`src/rtl/pipe_hazard_ctrl.sv`:
```
// Stall/flush sequencer: load-use bubble, taken-branch squash, data-memory freeze.
// Latency: control outputs are combinational from state/cnt and inputs; state updates each clock.
// Backpressure: a memory access freezes every buffer for MEM_LAT-1 cycles; load-use holds PC and IF/ID.
module pipe_hazard_ctrl #(
  parameter int MEM_LAT = 3,
  parameter int CNT_W   = 16
) (
  input  logic             clk,
  input  logic             rst,
  input  logic [2:0]       id_src1_add,
  input  logic [2:0]       id_src2_add,
  input  logic             id_use_src1,
  input  logic             id_use_src2,
  input  logic             ex_mem_read,
  input  logic [2:0]       ex_write_add,
  input  logic             ex_branch_taken,
  input  logic             em_mem_access,
  output logic             pc_en,
  output logic             if_id_en,
  output logic             id_ex_en,
  output logic             ex_mem_en,
  output logic             mem_wb_en,
  output logic             if_id_flush,
  output logic             id_ex_flush,
  output logic             mem_busy,
  output logic [CNT_W-1:0] stall_cycles
);

  typedef enum logic [1:0] {
    START    = 2'd0,
    RUN      = 2'd1,
    MEM_WAIT = 2'd2
  } state_t;

  // A single-cycle memory never needs a freeze; the RUN state consumes one frozen
  // cycle itself, so the wait counter starts at MEM_LAT-2.
  localparam logic       FREEZE_EN = (MEM_LAT > 1);
  localparam logic [3:0] WAIT_INIT = (MEM_LAT > 1) ? 4'(MEM_LAT - 2) : 4'd0;

  state_t     state;
  state_t     state_nxt;
  logic [3:0] cnt;
  logic [3:0] cnt_nxt;
  logic       load_use;
  logic       run_rules;

  assign load_use = ex_mem_read &
                    ((id_use_src1 & (id_src1_add == ex_write_add)) |
                     (id_use_src2 & (id_src2_add == ex_write_add)));

  // Next-state and control outputs; branch beats load-use, freeze beats both.
  always_comb begin
    state_nxt   = state;
    cnt_nxt     = cnt;
    run_rules   = 1'b0;
    pc_en       = 1'b0;
    if_id_en    = 1'b0;
    id_ex_en    = 1'b0;
    ex_mem_en   = 1'b0;
    mem_wb_en   = 1'b0;
    if_id_flush = 1'b0;
    id_ex_flush = 1'b0;
    mem_busy    = 1'b0;

    case (state)
      START: begin
        pc_en       = 1'b1;
        if_id_en    = 1'b1;
        id_ex_en    = 1'b1;
        ex_mem_en   = 1'b1;
        mem_wb_en   = 1'b1;
        if_id_flush = 1'b1;
        id_ex_flush = 1'b1;
        state_nxt   = RUN;
      end
      RUN: begin
        if (em_mem_access && FREEZE_EN) begin
          mem_busy  = 1'b1;
          cnt_nxt   = WAIT_INIT;
          state_nxt = MEM_WAIT;
        end else begin
          run_rules = 1'b1;
        end
      end
      MEM_WAIT: begin
        mem_busy = 1'b1;
        if (cnt != 4'd0) begin
          cnt_nxt = cnt - 4'd1;
        end else begin
          // Release: EX/MEM advances this cycle, so the access is not re-seen.
          run_rules = 1'b1;
          state_nxt = RUN;
        end
      end
      default: begin
        state_nxt = START;
      end
    endcase

    if (run_rules) begin
      if (ex_branch_taken) begin
        pc_en       = 1'b1;
        if_id_en    = 1'b1;
        id_ex_en    = 1'b1;
        ex_mem_en   = 1'b1;
        mem_wb_en   = 1'b1;
        if_id_flush = 1'b1;
        id_ex_flush = 1'b1;
      end else if (load_use) begin
        id_ex_en    = 1'b1;
        id_ex_flush = 1'b1;
        ex_mem_en   = 1'b1;
        mem_wb_en   = 1'b1;
      end else begin
        pc_en       = 1'b1;
        if_id_en    = 1'b1;
        id_ex_en    = 1'b1;
        ex_mem_en   = 1'b1;
        mem_wb_en   = 1'b1;
      end
    end

    // Hold the whole pipe quiet while reset is asserted.
    if (!rst) begin
      pc_en       = 1'b0;
      if_id_en    = 1'b0;
      id_ex_en    = 1'b0;
      ex_mem_en   = 1'b0;
      mem_wb_en   = 1'b0;
      if_id_flush = 1'b0;
      id_ex_flush = 1'b0;
      mem_busy    = 1'b0;
    end
  end

  // State and wait-counter registers; reset aborts any pending freeze.
  always_ff @(posedge clk or negedge rst) begin
    if (!rst) begin
      state <= START;
      cnt   <= 4'd0;
    end else begin
      state <= state_nxt;
      cnt   <= cnt_nxt;
    end
  end

  // Saturating count of cycles where the PC was held outside the fill cycle.
  always_ff @(posedge clk or negedge rst) begin
    if (!rst) begin
      stall_cycles <= '0;
    end else if ((state != START) && !pc_en && (stall_cycles != {CNT_W{1'b1}})) begin
      stall_cycles <= stall_cycles + {{(CNT_W-1){1'b0}}, 1'b1};
    end
  end

endmodule

```
`config.mk`:
```
export PLATFORM = sky130hd
export DESIGN_NAME = pipe_hazard_ctrl
export DESIGN_NICKNAME = d
export VERILOG_FILES = /design/src/rtl/pipe_hazard_ctrl.sv
export SDC_FILE = /design/constraint.sdc
export NUM_CORES = 1
export LEC_CHECK = 0
export ABC_AREA = 0
export CAP_MARGIN = 0
export CORE_MARGIN = 5
export CORE_UTILIZATION = 44
export CTS_CLUSTER_SIZE = 40
export DETAILED_ROUTE_END_ITERATION = 16
export GPL_TIMING_DRIVEN = 0
export PLACE_DENSITY = 0.75
export SLEW_MARGIN = 20
export SYNTH_ARGS = -nofsm -noshare
export SYNTH_HDL_FRONTEND = slang
export SYNTH_SLANG_ARGS = --single-unit
```
`constraint.sdc`:
```
create_clock -name clk -period 3.2 [get_ports clk]
set_input_delay 0.96 -clock clk [delete_from_list [all_inputs] [get_ports clk]]
set_output_delay 0.96 -clock clk [all_outputs]
set_load 0.01 [all_outputs]
```
==> run metrics, run 1 <==
outcome=complete, no violations; required time of the critical path=2.24 ns; Die ar.=4390 µm²; Worst Path Max Fanout=4; worst hold endpoint=stall_cycles[10]; antenna cells=0; Tightest Pin Transition=0.407 ns; Top FF cell, synth=dfrtp_1; drc violations=0; r2r startpoint=state[1]; Leak=0.000883 µW; number of flops mapped to enable cells by yosys=0; total CTS buffers=3; Area after DPL=1830 µm²; crit-path cells=clkdlybuf4s15_2, nor2b_4, a21o_4, and2_4, o21a_1, buf_4, dlygate4sd2_1; crit-path max cell delay=0.28 ns; RSZ-0062 raised after global routing=no; fmax=0.318 GHz; Filler cells=290; via count=1137; Yosys Warn Count=0; vias in the first global route=1209; H-tree levels=1; Routed Antenna Nets=0; Die X-Extent=66.2 µm; Setup Crit Path Kind=in -> out; Wirelength per Cell=12.5 µm; I/O pin cnt=40; VDD IR-drop max=0.400 mV; Final Max Slew Viols=0; clk sink count=22; IO Port Bufs=39; hold path start=stall_cycles[10]; Synth top cells by count=22 x dfrtp_1, 15 x nand2_1, 14 x xor2_1; Max-slew headroom=72.9%; Post-Synthesis Net Count=165; TritonRoute pass-1 iters=3; pin count of the biggest net entering global routing=29; share of async-settable or async-resettable flops after synthesis=100%; Layout area overhead=34.9%; Mean Syn Cell Area=9.80 µm²; Iter 0 DRT Violations=50; cell area after synthesis=1390 µm²; Final min period=3.14 ns; WHS Path Cells=1; most frequent cell after synthesis=dfrtp_1; Final Wtd Congestion=0.834; final hold violations=0; CTS tree=yes; Layout Skew=0.00733 ns; CP max-delay cell=dlygate4sd2_1; clk_lat worst skew=0.31 ns; total gr overflow=0; Area contributors post-synth=dfrtp_1 40%, xor2_1 8.8%, ha_1 6.3%; FP Rows=20; pwr dens=763 nW/µm²; Crit path arrival time=2.18 ns; worst hold margin=0.507 ns; WL final=2.90 mm; Reg clk slew, reported paths=0.12 ns; R2R Setup Slk=1.21 ns; period utilisation layout=98.3%; Setup crit end kind=primary output; post-synth top area share=39.6%; Synth area leader=dfrtp_1; HPWL Detailed=2.27 mm; initial antenna violation count=0; reg-to-reg critical path endpoint=stall_cycles[1]; Hold Path Class=reg -> reg; global-route wire length before repair=5.10 mm; Gate Count Post-Synth=142; max cap viols=0; deepest clock path buffer count=2; WP buf/inv=3; share of cells above drive strength 1=19.1%; R2R cell count=8; # nets final=212; Starting Density=45.6%; die height=66.2 µm; Core ar.=3050 µm²; gr usage total=14.4%; Seq cells post-synth=22; Synth cell types=34; Final Cell Area=1880 µm²; endpoints failing setup=0; DR vias/cell=4.90; CTS Root Cell=clkbuf_4; Top delay family on crit path=buffers and inverters; Worst setup SP type=primary input; sequential fraction of the synthesis area=39.6%
==> area by class of cell <==
type                    instances  area, µm²  area share (%)
plain buffers                   5       37.5            2.00
clock buffers                   3       22.5            1.20
clock inverters                 1       30.0            1.60
well taps                      44       55.1            2.93
multi-input cells             109        797            42.5
flip-flops and latches         22        551            29.3
inverters                       6       22.5            1.20
repair buffers                 42        362            19.3
==> how the worst max path moves through the flow <==
stage                  startpoint   endpoint  slack [ns]  cells after the start
floorplan           em_mem_access      pc_en        0.31                      6
global placement              rst   id_ex_en       -0.96                      4
detailed placement  em_mem_access      pc_en       -0.73                      8
CTS                   id_use_src1      pc_en       -0.05                      8
global route        em_mem_access  mem_wb_en        0.02                      7
finish              em_mem_access  mem_wb_en        0.06                      7
==> layer usage <==
metal	global-route usage, %	up-vias	share of wire [%]
met5	0	-	0
met4	3.05	0	0
met2	25.8	17	50
li1	-	576	-
met1	18.1	544	46
met3	2.21	0	3.2
==> cells by family after synthesis <==
family	Yosys count	synth area share, %
xor+xnor	21	13.2
simple gates	54	21.0
flops	22	39.6
buf+inv	11	4.32
mux	3	2.25
fa+ha+maj	7	6.29
compound gates	24	13.3
==> state kept, by name, indices dropped and copies added (netlist names) <==
signal / flops
cnt: 4
state: 2
stall_cycles: 16
==> report_power, final <==
group | internal, µW | switching, µW
Combinational | 393 | 380
Sequential | 355 | 88.6
Clock | 126 | 87.8
==> placed cells by master, fill, tap and decap left out, types with 6 or more instances in the layout <==
master / instances
xor2_1: 14
a21oi_1: 7
dfrtp_1: 22
nor2_1: 13
clkbuf_2: 9
ha_1: 7
buf_4: 7
clkdlybuf4s50_1: 19
nand2_1: 15
inv_1: 6
xnor2_1: 7
==> stage by stage <==
stage                     TNS (ns)  util, %  instances  setup WS (ns)  power (µW)
after floorplan                  0        -        142          0.309         931
after global placement       -7.68     60.2        225         -0.957        1180
after detailed placement     -4.43     60.0        225         -0.733        1210
after CTS                  -0.0536     62.1        231        -0.0536        1440
after global routing             0     61.5        232         0.0178        1550
final                            0     61.5        232         0.0555        1430
==> worst register-to-register path: cells and delay by family (launching register included) <==
kind | cells | cell delay (ns)
fa+ha+maj | 1 | 0.23
flops | 1 | 0.41
buf+inv | 2 | 0.31
mux | 1 | 0.32
compound gates | 3 | 0.44
simple gates | 1 | 0.19
==> repair_timing <==
| item | 4_1_cts | 5_1_grt |
|---|---|---|
| setup endpoints to repair | 8 | 5 |
| buffers inserted | 2 | 1 |
| hold buffers | 0 | 0 |
| gates cloned | 0 | 0 |
| resized for setup | 30 | 21 |
| pin swaps | 9 | 10 |
Note: power is estimated with default switching activity, not from simulation.
==> run 2, diff against run 1 <==
--- a/config.mk
+++ b/config.mk
@@ -13,7 +13,7 @@
 export DETAILED_ROUTE_END_ITERATION = 16
 export GPL_TIMING_DRIVEN = 0
 export PLACE_DENSITY = 0.75
-export SLEW_MARGIN = 20
 export SYNTH_ARGS = -nofsm -noshare
 export SYNTH_HDL_FRONTEND = slang
 export SYNTH_SLANG_ARGS = --single-unit
+export TNS_END_PERCENT = 100
==> run 2 against run 1 <==
Power shrank 0.19%. Clock power is essentially flat. Sequential share of layout area grew 0.16 points. Design area shrank 0.53%. Hold slack gained 0.0034 ns. Routed wire length is the same. Global-route usage grew 0.12 points. Critical path depth is the same. Die area is the same. Critical endpoint is now id_ex_en.
==> run metrics, run 2 (same netlist as run 1, synthesis figures left out) <==
max FFs per register=16 (unchanged); I/O pin cnt=40 (unchanged); dpl ws=-1.00 ns (was -0.733 ns); Clock power frac=15.2% (was 15.0%); Core ar.=3050 µm² (unchanged); Area after DPL=1840 µm² (was 1830 µm²); total gr overflow=0 (unchanged); Final Wtd Congestion=0.834 (unchanged); Hold Path Class=reg -> reg (unchanged); Finished Layout Cells=231 (was 232); CP max-delay cell=dlygate4sd2_1 (unchanged); RSZ-0062 raised after global routing=no (unchanged); drc violations=0 (unchanged); R2R cell count=8 (unchanged); leading cell type in the layout, fill and taps excluded=dfrtp_1 (unchanged); Worst Path Max Fanout=4 (unchanged); Final min period=3.14 ns (about the same); share of cells above drive strength 1=18.2% (was 19.1%); final hold violations=0 (unchanged); HPWL Detailed=2.28 mm (was 2.27 mm); endpoints failing setup=0 (unchanged); clk_lat worst skew=0.31 ns (about the same); vias in the first global route=1230 (was 1209); r2r startpoint=cnt[1] (was state[1]); Die X-Extent=66.2 µm (unchanged); pin count of the biggest net entering global routing=29 (unchanged); initial antenna violation count=0 (unchanged); DR vias/cell=5.00 (was 4.90); fmax=0.318 GHz (about the same); crit-path cells=clkdlybuf4s15_2, nor2b_4, a21o_4, and2_4, o21a_1, buf_4, dlygate4sd2_1 (unchanged); largest reg by FF count=stall_cycles (unchanged); CTS Root Cell=clkbuf_4 (unchanged); Worst setup SP type=primary input (unchanged); period utilisation layout=98.1% (was 98.3%); Reg clk slew, reported paths=0.12 ns (about the same); Tightest Pin Transition=0.408 ns (was 0.407 ns); Setup Crit Path Kind=in -> out (unchanged); Filler cells=278 (was 290); total CTS buffers=3 (unchanged); via count=1155 (was 1137); outcome=complete, no violations (unchanged); combinational share of power=53.7% (was 54.0%); H-tree levels=1 (unchanged); sw frac=39.1% (was 38.9%); R2R Setup Slk=1.20 ns (was 1.21 ns); Crit path arrival time=2.18 ns (about the same); # nets final=211 (was 212); Iter 0 DRT Violations=60 (was 50); Starting Density=45.6% (unchanged); Final Max Slew Viols=0 (unchanged); crit-path max cell delay=0.28 ns (about the same); Switch Pwr=558 µW (was 556 µW); global-route wire length before repair=5.15 mm (was 5.10 mm); most frequent cells in the layout=22 x dfrtp_1, 19 x clkdlybuf4s50_1, 15 x nand2_1 (unchanged); Wirelength per Cell=12.5 µm (about the same); FP Rows=20 (unchanged); Largest regs=stall_cycles (16), cnt (4), state (2) (unchanged); WL final=2.90 mm (unchanged); register area=551 µm² (unchanged); die height=66.2 µm (unchanged); Final Cell Area=1870 µm² (was 1880 µm²); WHS Path Cells=1 (unchanged); IO Port Bufs=39 (unchanged); VDD IR-drop max=0.396 mV (was 0.400 mV); Die ar.=4390 µm² (unchanged); gr usage total=14.5% (was 14.4%); worst hold endpoint=stall_cycles[10] (unchanged); Layout Skew=0.0104 ns (was 0.00733 ns); Max-slew headroom=72.8% (was 72.9%); antenna cells=0 (unchanged); reg-to-reg critical path endpoint=stall_cycles[1] (unchanged); Setup crit end kind=primary output (unchanged); area occupied by multi-input gates=797 µm² (unchanged); Internal=870 µW (was 875 µW); max cap viols=0 (unchanged); CTS tree=yes (unchanged); Routed Antenna Nets=0 (unchanged); placed cells=225 (unchanged); pwr dens=765 nW/µm² (was 763 nW/µm²); TritonRoute pass-1 iters=4 (was 3); deepest clock path buffer count=2 (unchanged); worst setup margin=0.0593 ns (was 0.0555 ns); required time of the critical path=2.24 ns (about the same); part of the power in registers=31.2% (was 31.0%); clk sink count=22 (unchanged); Leak=0.000862 µW (was 0.000883 µW); hold path start=stall_cycles[10] (unchanged); Layout area overhead=34.2% (was 34.9%)
## run 2: cell count changes in the layout (fill, tap and decap cells not counted)
| cell | change |
|---|---|
| dlymetal6s2s_1 | -2 |
| dlygate4sd2_1 | +2 |
| clkdlybuf4s15_1 | +1 |
| buf_4 | -1 |
| buf_2 | -1 |
## run 2: per-stage QoR
| stage | setup TNS [ns] | total power [µW] | utilization, % | hold slack (ns) |
|---|---|---|---|---|
| finish | 0 | 1430 | 61.1 | 0.511 |
| floorplan | 0 | 931 | - | 0.521 |
| CTS | 0 | 1440 | 62.5 | 0.513 |
| global route | 0 | 1540 | 61.1 | 0.522 |
| global placement | -7.68 | 1180 | 60.2 | 0.480 |
| detailed placement | -8.55 | 1210 | 60.2 | 0.491 |
## run 2: per-layer routing
layer / track usage (%) / vias to the layer above / wire length, µm / share of wire, %
met5: 0 / - / 0 / 0
met4: 3.55 / 0 / 0 / 0
met3: 2.21 / 0 / 95 / 3.3
met2: 26.1 / 19 / 1490 / 51
met1: 17.9 / 556 / 1310 / 45
li1: - / 580 / - / -
## run 2: power groups by stage
| stage | combinational [µW] | sequential, µW | clock (µW) |
|---|---|---|---|
| after CTS | 773 | 445 | 222 |
| after detailed placement | 767 | 447 | 0 |
| final | 766 | 446 | 217 |
| after global routing | 847 | 459 | 235 |
| after global placement | 742 | 442 | 0 |
| after floorplan | 480 | 451 | 0 |
## run 2: timing repair
| item | CTS | global route |
|---|---|---|
| gates resized for setup | 42 | 12 |
| endpoints found under the setup margin | 8 | 5 |
| hold buffers | 0 | 0 |
| pin swaps | 11 | 10 |
| buffers inserted | 2 | 0 |
| hold endpoints to repair | 0 | 0 |
## run 2: worst max path at each step
| stage | start | to | slack [ns] |
|---|---|---|---|
| 5_1_grt | id_src1_add[1] | pc_en | 0.003 |
| 6_report | em_mem_access | id_ex_en | 0.06 |
| 4_1_cts | ex_write_add[1] | pc_en | 0.0008 |
| 3_5_place_dp | rst | mem_wb_en | -1.00 |
| 3_3_place_gp | rst | id_ex_en | -0.96 |
| 2_1_floorplan | em_mem_access | pc_en | 0.31 |
## run 2: layout make-up
type                    count  share of cell area, %
plain buffers               5                   2.01
clock buffers               3                   1.21
clock inverters             1                   1.61
inverters                   6                   1.21
multi-input cells         109                   42.7
flip-flops and latches     22                   29.5
well taps                  44                   2.95
repair buffers             41                   18.8
## run 2: worst max-delay path, delay by kind of cell
family / cells / cell delay [ns]
simple gates: 2 / 0.22
buf+inv: 3 / 0.63
compound gates: 2 / 0.37
